--- src/rtl/seg_scan_decoder.sv ---
// rtl/seg_scan_decoder.sv - recovers hex digits from a scanned active-low 7-segment bus
// Samples are deglitched for STABLE_CYCLES before a single accept per stable window.
module seg_scan_decoder #(
  parameter int DIGITS        = 4,
  parameter int STABLE_CYCLES = 4,
  localparam int DW = (DIGITS > 1) ? $clog2(DIGITS) : 1,
  localparam int CW = (STABLE_CYCLES > 1) ? $clog2(STABLE_CYCLES) : 1
) (
  input  logic                  i_clk,
  input  logic                  i_rst_n,
  input  logic [6:0]            i_seg,
  input  logic [DIGITS-1:0]     i_an,
  output logic [4*DIGITS-1:0]   o_num,
  output logic [DIGITS-1:0]     o_vld,
  output logic                  o_upd,
  output logic [DW-1:0]         o_dig,
  output logic                  o_err
);

  localparam logic [CW-1:0] CNT_MAX = CW'(STABLE_CYCLES - 1);

  typedef enum logic [1:0] {IDLE, SETTLE, HOLD} state_t;

  state_t                 state_q;
  logic [DIGITS+6:0]      smp_q, smp_d;
  logic [CW-1:0]          cnt_q;
  logic [4*DIGITS-1:0]    num_q;
  logic [DIGITS-1:0]      vld_q;
  logic                   upd_q, err_q;
  logic [DW-1:0]          dig_q;

  logic                   chg, sel_ok_d, accept;
  logic [DW-1:0]          dig_k;
  logic [4:0]             dec;

  function automatic logic one_hot_low(input logic [DIGITS-1:0] an);
    int zeros;
    zeros = 0;
    for (int i = 0; i < DIGITS; i++) if (!an[i]) zeros++;
    return zeros == 1;
  endfunction

  function automatic logic [DW-1:0] low_index(input logic [DIGITS-1:0] an);
    logic [DW-1:0] idx;
    idx = '0;
    for (int i = 0; i < DIGITS; i++) if (!an[i]) idx = DW'(i);
    return idx;
  endfunction

  // {legal, value}; blank and illegal patterns both report legal=0
  function automatic logic [4:0] seg_decode(input logic [6:0] s);
    case (s)
      7'b0000001: return 5'h10;
      7'b1001111: return 5'h11;
      7'b0010010: return 5'h12;
      7'b0000110: return 5'h13;
      7'b1001100: return 5'h14;
      7'b0100100: return 5'h15;
      7'b0100000: return 5'h16;
      7'b0001111: return 5'h17;
      7'b0000000: return 5'h18;
      7'b0000100: return 5'h19;
      7'b0001000: return 5'h1A;
      7'b1100000: return 5'h1B;
      7'b0110001: return 5'h1C;
      7'b1000010: return 5'h1D;
      7'b0110000: return 5'h1E;
      7'b0111000: return 5'h1F;
      default:    return 5'h00;
    endcase
  endfunction

  always_comb begin
    smp_d    = {i_an, i_seg};
    chg      = (smp_d != smp_q);
    sel_ok_d = one_hot_low(i_an);
    dig_k    = low_index(smp_q[DIGITS+6:7]);
    dec      = seg_decode(smp_q[6:0]);
    accept   = (state_q == SETTLE) && (cnt_q == CNT_MAX);
  end

  always_ff @(posedge i_clk or negedge i_rst_n) begin
    if (!i_rst_n) begin
      state_q <= IDLE;
      smp_q   <= '0;
      cnt_q   <= '0;
      num_q   <= '0;
      vld_q   <= '0;
      upd_q   <= 1'b0;
      err_q   <= 1'b0;
      dig_q   <= '0;
    end else begin
      smp_q <= smp_d;
      upd_q <= 1'b0;
      err_q <= 1'b0;
      if (chg) begin
        cnt_q   <= '0;
        state_q <= sel_ok_d ? SETTLE : IDLE;
      end else begin
        if (cnt_q != CNT_MAX) cnt_q <= cnt_q + 1'b1;
        if (accept) state_q <= HOLD;
      end
      // Accept works on the already-stable sample, even if the bus moves on this edge
      if (accept) begin
        dig_q <= dig_k;
        if (dec[4]) begin
          num_q[4*dig_k +: 4] <= dec[3:0];
          vld_q[dig_k]        <= 1'b1;
          upd_q               <= 1'b1;
        end else if (smp_q[6:0] == 7'h7F) begin
          vld_q[dig_k] <= 1'b0;
          upd_q        <= 1'b1;
        end else begin
          vld_q[dig_k] <= 1'b0;
          err_q        <= 1'b1;
        end
      end
    end
  end

  assign o_num = num_q;
  assign o_vld = vld_q;
  assign o_upd = upd_q;
  assign o_err = err_q;
  assign o_dig = dig_q;

endmodule
--- config.mk ---
export PLATFORM = sky130hd
export DESIGN_NAME = seg_scan_decoder
export DESIGN_NICKNAME = d
export VERILOG_FILES = /design/src/rtl/seg_scan_decoder.sv
export SDC_FILE = /design/constraint.sdc
export NUM_CORES = 1
export LEC_CHECK = 0
export ABC_AREA = 1
export CORE_MARGIN = 4
export CORE_UTILIZATION = 47
export CTS_CLUSTER_SIZE = 25
export DETAILED_ROUTE_END_ITERATION = 6
export GPL_TIMING_DRIVEN = 0
export HOLD_SLACK_MARGIN = 0.08
export PLACE_DENSITY = 0.76
export SLEW_MARGIN = 20
export SYNTH_ARGS = -nofsm -noshare
export SYNTH_HDL_FRONTEND = slang
export SYNTH_SLANG_ARGS = --single-unit
--- constraint.sdc ---
create_clock -name i_clk -period 1.6 [get_ports i_clk]
set_clock_uncertainty 0.15 [all_clocks]
set_input_delay 0.32 -clock i_clk [delete_from_list [all_inputs] [get_ports i_clk]]
set_output_delay 0.32 -clock i_clk [all_outputs]
set_load 0.005 [all_outputs]
======== Word level (Yosys, flattened, before mapping) ========
Cells that the tools add are included.
operators by class
  equality and inequality tests ........... 21
  divide/modulo/power cells ............... 0
  order comparisons ....................... 2
  add/subtract/negate cells ............... 5
  reduce and logical (&&, ||, !) cells .... 6
  $mul .................................... 0
  shift operators ......................... 2
  bitwise operators ....................... 3
  mux-type cells .......................... 23
operators by type and width
  operator                   number
  $add A32 B2 Y32 const B    3
  $mux W32                   3
  $pmux W5 S16               1
  $eq A7 B6 Y1 const B       5
  $eq A7 B7 Y1 const B       5
  $neg A4 Y34                1
  $shift A4 B34 Y16 const A  1
  $shiftx A4 B34 Y16         1
  $eq A32 B2 Y1 const B      1
  $bwmux W16                 1
  $eq A7 B3 Y1 const B       2
  $eq A7 B4 Y1 const B       2
  $mux W2                    6
  $ne A11 B11 Y1             1
  $mux W1                    10
  $eq A7 B1 Y1 const B       1
  $eq A7 B5 Y1 const B       1
  $logic_not A7 Y1           1
  $and A4 B4 Y4              1
  $mux W4                    1
  $not A4 Y4                 1
  $or A4 B4 Y4               1
  $reduce_bool A2 Y1         2
  $lt A2 B3 Y1 const B       1
  other kinds (8)            9
word-level totals
  bits in writable memories ............... 0
  memories kept ........................... 0
  bits in latches ......................... 0
  bits in read-only memories .............. 0
  register bits ........................... 39
  input bits .............................. 13

======== Depth between registers and ports, before layout ========
  depth after elaboration ................. 10
  mapped depth ............................ 12

======== Least setup slack after synthesis ========
No wires, ideal clock.
  kind .................................... input to register
  start point ............................. input i_an[0]
  end point ............................... register state_q[0]
  stages .................................. 10
  arrival time ............................ 1.542 ns
  path slack .............................. -0.158 ns
  library setup time ...................... 0.067 ns
  cell sequence ........................... inv_1 -> ha_1 -> xnor2_1 -> ha_1 -> inv_1 -> nor2_1 -> xor2_1 -> o21a_1 -> nand2_1 -> nand2_1
on the way
  cells in the longest elaborated chain, start to end .. 10
ends and longest elaborated chain
  element               RTL line  text
  start, declared       12        input logic [DIGITS-1:0] i_an,
  $mux W1               39        for (int i = 0; i < DIGITS; i++) if (!an[i]) zeros++;
  $add A32 B2 Y32       39
  $mux W32              39
  $add A32 B2 Y32       39
  $mux W32              39
  $add A32 B2 Y32       39
  $mux W32              39
  $eq A32 B2 Y1         40        return zeros == 1;
  $mux W1               98        state_q <= sel_ok_d ? SETTLE : IDLE;
  $mux W2               96        if (chg) begin
  end signal, assigned  98
  end, declared         24        state_t state_q;
Several ways; a longest one is shown, not always the timed one.
A chain may end at the register's enable or synchronous reset.

======== Worst setup path after layout ========
  start point ............................. register smp_q[5]
  end point ............................... register num_q[10] (netlist: o_num[10])
on the way
  cells in the longest elaborated chain, start to end .. 4
ends and longest elaborated chain
  element                               RTL line  text
  start, declared                       25        logic [DIGITS+6:0] smp_q, smp_d;
  start signal, assigned                93        smp_q <= smp_d;
  $eq A7 B6 Y1 (tied with other cells)  52        case (s)
  $pmux W5 S16 (*)                      52
  $shiftx A4 B34 Y16                    107       num_q[4*dig_k +: 4] <= dec[3:0];
  $bwmux W16                            107
  end signal, assigned by index         107
  end, declared                         27        logic [4*DIGITS-1:0] num_q;
Every way passes the cells marked *; elsewhere a longest branch is shown, timed or not.

==> results <==
- The largest net degree at the start of global routing is 31.
- The area growth from synthesis to layout is 54.4%.
- The total number of vias is 1871.
- The class of the most critical setup path is register to register.
- The proportion of synthesized chip area in sequential cells is 48.9%.
- The critical path capture point type is a register.
- Once detail routing completed, the nets flagged for antenna violations numbered 0.
- The height of the chip is 73.2 um.
- By area the synthesized netlist is led by dfrtp_1 49%, nand2_1 14%, nor2_1 4.9%, xor2_1 3.9%, inv_1 3.4%.
- The net count reported at finish is 333.
- The number of maximum-capacitance violations is 0.
- The number of rows created at floorplan is 23.
- After clock tree synthesis, the clock-pin slew on the worst setup and hold paths is 0.07 ns.
- STA puts the critical path data required time at 1.63 ns.
- The worst setup path is launched from a register.
- The largest total area in the synthesized netlist belongs to dfrtp_1.
- VDD sags by at most 0.647 mV.
- The per-instance average area after synthesis is 8.25 um2.
- Setup repair after global routing could not meet its margin everywhere.
- The detailed-route vias per instance is 5.10.
- Global routing used 20.5% of the available tracks across all layers.
- The detailed-routing iteration count for the pre-antenna-repair pass is 4.
- Final hold analysis gives a worst-case slack of 0.269 ns.
- The clock insertion delay at the later pin of the skew report is 0.30 ns.
- The power density over the cells is 702 nW/um2.
- The smallest clock period supported by the final layout is computed as 1.79 ns.
- The number of antenna violations at the first check in global routing is 0.
- The transition time at the pin with the least slew margin is 0.330 ns.
- The number of synthesis warnings is 0.
- In the routed design, unresolved DRC markers number 0.
- The global route total overflow is 0.
- The proportion of layout cells with a drive suffix above 1 is 38.5%.
- The post-layout worst setup margin is -0.194 ns.
- After synthesis, the most frequently instantiated cells are 72 x nand2_1, 39 x dfrtp_1, 26 x nor2_1.
- The fraction of synthesis flops using an asynchronous set or reset pin is 100%.
- Routability-driven placement finished with a final weighted congestion of 0.884.
- The mapped cell area is 2000 um2.
- Summed over all nets, the half-perimeter wirelength after detailed placement is 3100 um.
- The global-route wire length before repair is 8270 um.
- The die covers 5350 um2.
- The count of flip-flops with a built-in enable after synthesis is 0.
- The netlist uses 25 different library cells.
- The placement-stage cell area is 2450 um2.
- Summing all non-filler instances in the final layout gives an area of 3080 um2.
- The antenna diode instance count is 0.
- The checks that failed: negative setup slack.
- The top cell type's share of synthesized area is 48.9%.
- In this run the worst hold path is classified as input pin to asynchronous set/reset pin.
- The detailed router finished its first iteration with 116 violations.
- The total number of clock tree sinks is 39.
- Derived from the worst setup path, the maximum achievable clock frequency is 0.557 GHz.
- After synthesis the netlist holds a flip-flop and latch count of 39.
- The clock tree from TritonCTS is done.
- The max-slew violation total from the final report is 0.
- Summed over all layers, the routed wires come to 5310 um.
- After routing, the total negative slack on setup checks comes to -3.48 ns.
- The cell at the root of the clock tree is clkbuf_8.
- The count of input and output buffers is 36.
- The peak fanout along the critical path is 7.
- The clock tree synthesis step divided the H-tree into 2 levels.
- The hold violation total from the final report is 0.
- The final period utilization is 112%.
- The worst register-to-register path has a setup slack of -0.19 ns.
- The die extent in x is 73.2 um.
- The floorplan step defined a core boundary enclosing 4060 um2.
- In the final routed layout, each cell accounts on average for 14.5 um.
- The arrival time of data at the critical path endpoint is 1.82 ns.
- The number of clock buffers added by TritonCTS is 5.
- The I/O pin count is 37.
- The headroom to the max-slew limit is 77.9%.
- The number of nets in the synthesized netlist is 259.
- For this configuration, the core starts out at a cell density of 49.2%.
- The cell count after synthesis came out at 242.
- The total leakage power is 1.61 nW.
- The most frequent cell after synthesis is nand2_1.
- The number of global-route vias before repair is 1846.
- The setup-violating endpoint count in the final report is 23.
- Counting along the longest clock path gives a buffer depth of 2.
- The run finished, with violations left.
- Among all flip-flop cells after synthesis, the most frequent one is dfrtp_1.
## path summary, 6_finish.rpt
| check | from | endpoint | depth (start not counted) |
|---|---|---|---|
| setup / recovery | smp_q[5]$_DFF_PN0_ | o_num[10]$_DFFE_PN0P_ | 11 |
| hold / removal | i_rst_n | smp_q[0]$_DFF_PN0_ | 2 |
| setup reg to reg | smp_q[5]$_DFF_PN0_ | o_num[10]$_DFFE_PN0P_ | 11 |
| hold reg to reg | o_dig[0]$_DFFE_PN0P_ | o_dig[0]$_DFFE_PN0P_ | 2 |
| max in group asynchronous | i_rst_n | smp_q[9]$_DFF_PN0_ | 3 |
| min in group i_clk | i_an[0] | state_q[0]$_DFFE_PN0P_ | 6 |
## critical path, stage by stage (launching register included)
cell     delay [ns]
dfrtp_2        0.45
inv_2          0.10
nand2_2        0.07
nor2_4         0.19
nand2_2        0.10
nand2_2        0.10
nor2_4         0.05
nand3_4        0.10
buf_12         0.16
nand2_8        0.08
nand2_2        0.06
o21ai_1        0.05
## routing by layer
metal | up-vias | track usage (%) | routed length [um]
li1 | 919 | - | -
met1 | 880 | 23.2 | 2050
met2 | 61 | 35.6 | 2830
met3 | 11 | 6.06 | 301
met4 | 0 | 9.22 | 129
met5 | - | 0 | 0
## cells in the final DEF, fill, tap and decap left out, types with 3 or more instances in the layout
master / n
inv_2: 9
nor2_4: 5
nand2_1: 51
xor2_1: 8
dfrtp_2: 5
nand2_2: 26
clkdlybuf4s50_1: 8
nor2_1: 14
inv_1: 16
buf_4: 23
o21ai_0: 6
o21ai_1: 9
dlygate4sd2_1: 23
dfrtp_1: 34
dlygate4sd3_1: 3
nor2_2: 11
nand2_8: 3
nand3_2: 4
nor3_4: 5
nand4_1: 6
clkbuf_8: 5
buf_12: 3
nand3_1: 6
## area by class of cell
cell class	instances	area, um2
repair buffers	66	601
clock inverters	3	43.8
plain buffers	2	31.3
multi-input cells	175	1180
clock buffers	5	68.8
inverters	26	100
well taps	50	62.6
fillers	282	977
repair inverters	1	7.51
flip-flops and latches	39	982
## report_power, final
part           leakage [nW]  total, mW  switching (mW)  internal, mW
Sequential            0.514       1.03          0.0249          1.00
Clock                0.0581      0.825           0.361         0.464
Combinational          1.03      0.308           0.171         0.137
Total                  1.61       2.16           0.557          1.60
## through the flow
stage / total power [mW] / std cells / setup slack, ns / utilization (%)
after floorplan: 1.17 / 242 / -0.0170 / -
after global placement: 1.24 / 328 / -0.870 / 60.1
after detailed placement: 1.26 / 329 / -0.683 / 60.5
after CTS: 2.13 / 362 / -0.118 / 71.6
after global routing: 2.25 / 367 / -0.276 / 75.9
final: 2.16 / 367 / -0.194 / 75.9
## kinds of logic (layout without fill, tap and decap cells)
group           Yosys count  count (layout)  synth area share (%)
compound gates           19              19                  4.89
buf+inv                  28             103                  5.70
xor+xnor                 12              12                  5.27
flops                    39              39                  48.9
fa+ha+maj                 4               4                  2.51
simple gates            140             140                  32.7
## timing repair
item,CTS,global route
gates resized for setup,73,37
setup endpoints to repair,49,28
hold buffers,1,2
pin swaps,13,13
gates cloned,2,0
setup buffers,22,3
endpoints found under the hold margin,39,2
Note: power is estimated with default switching activity, not from simulation.
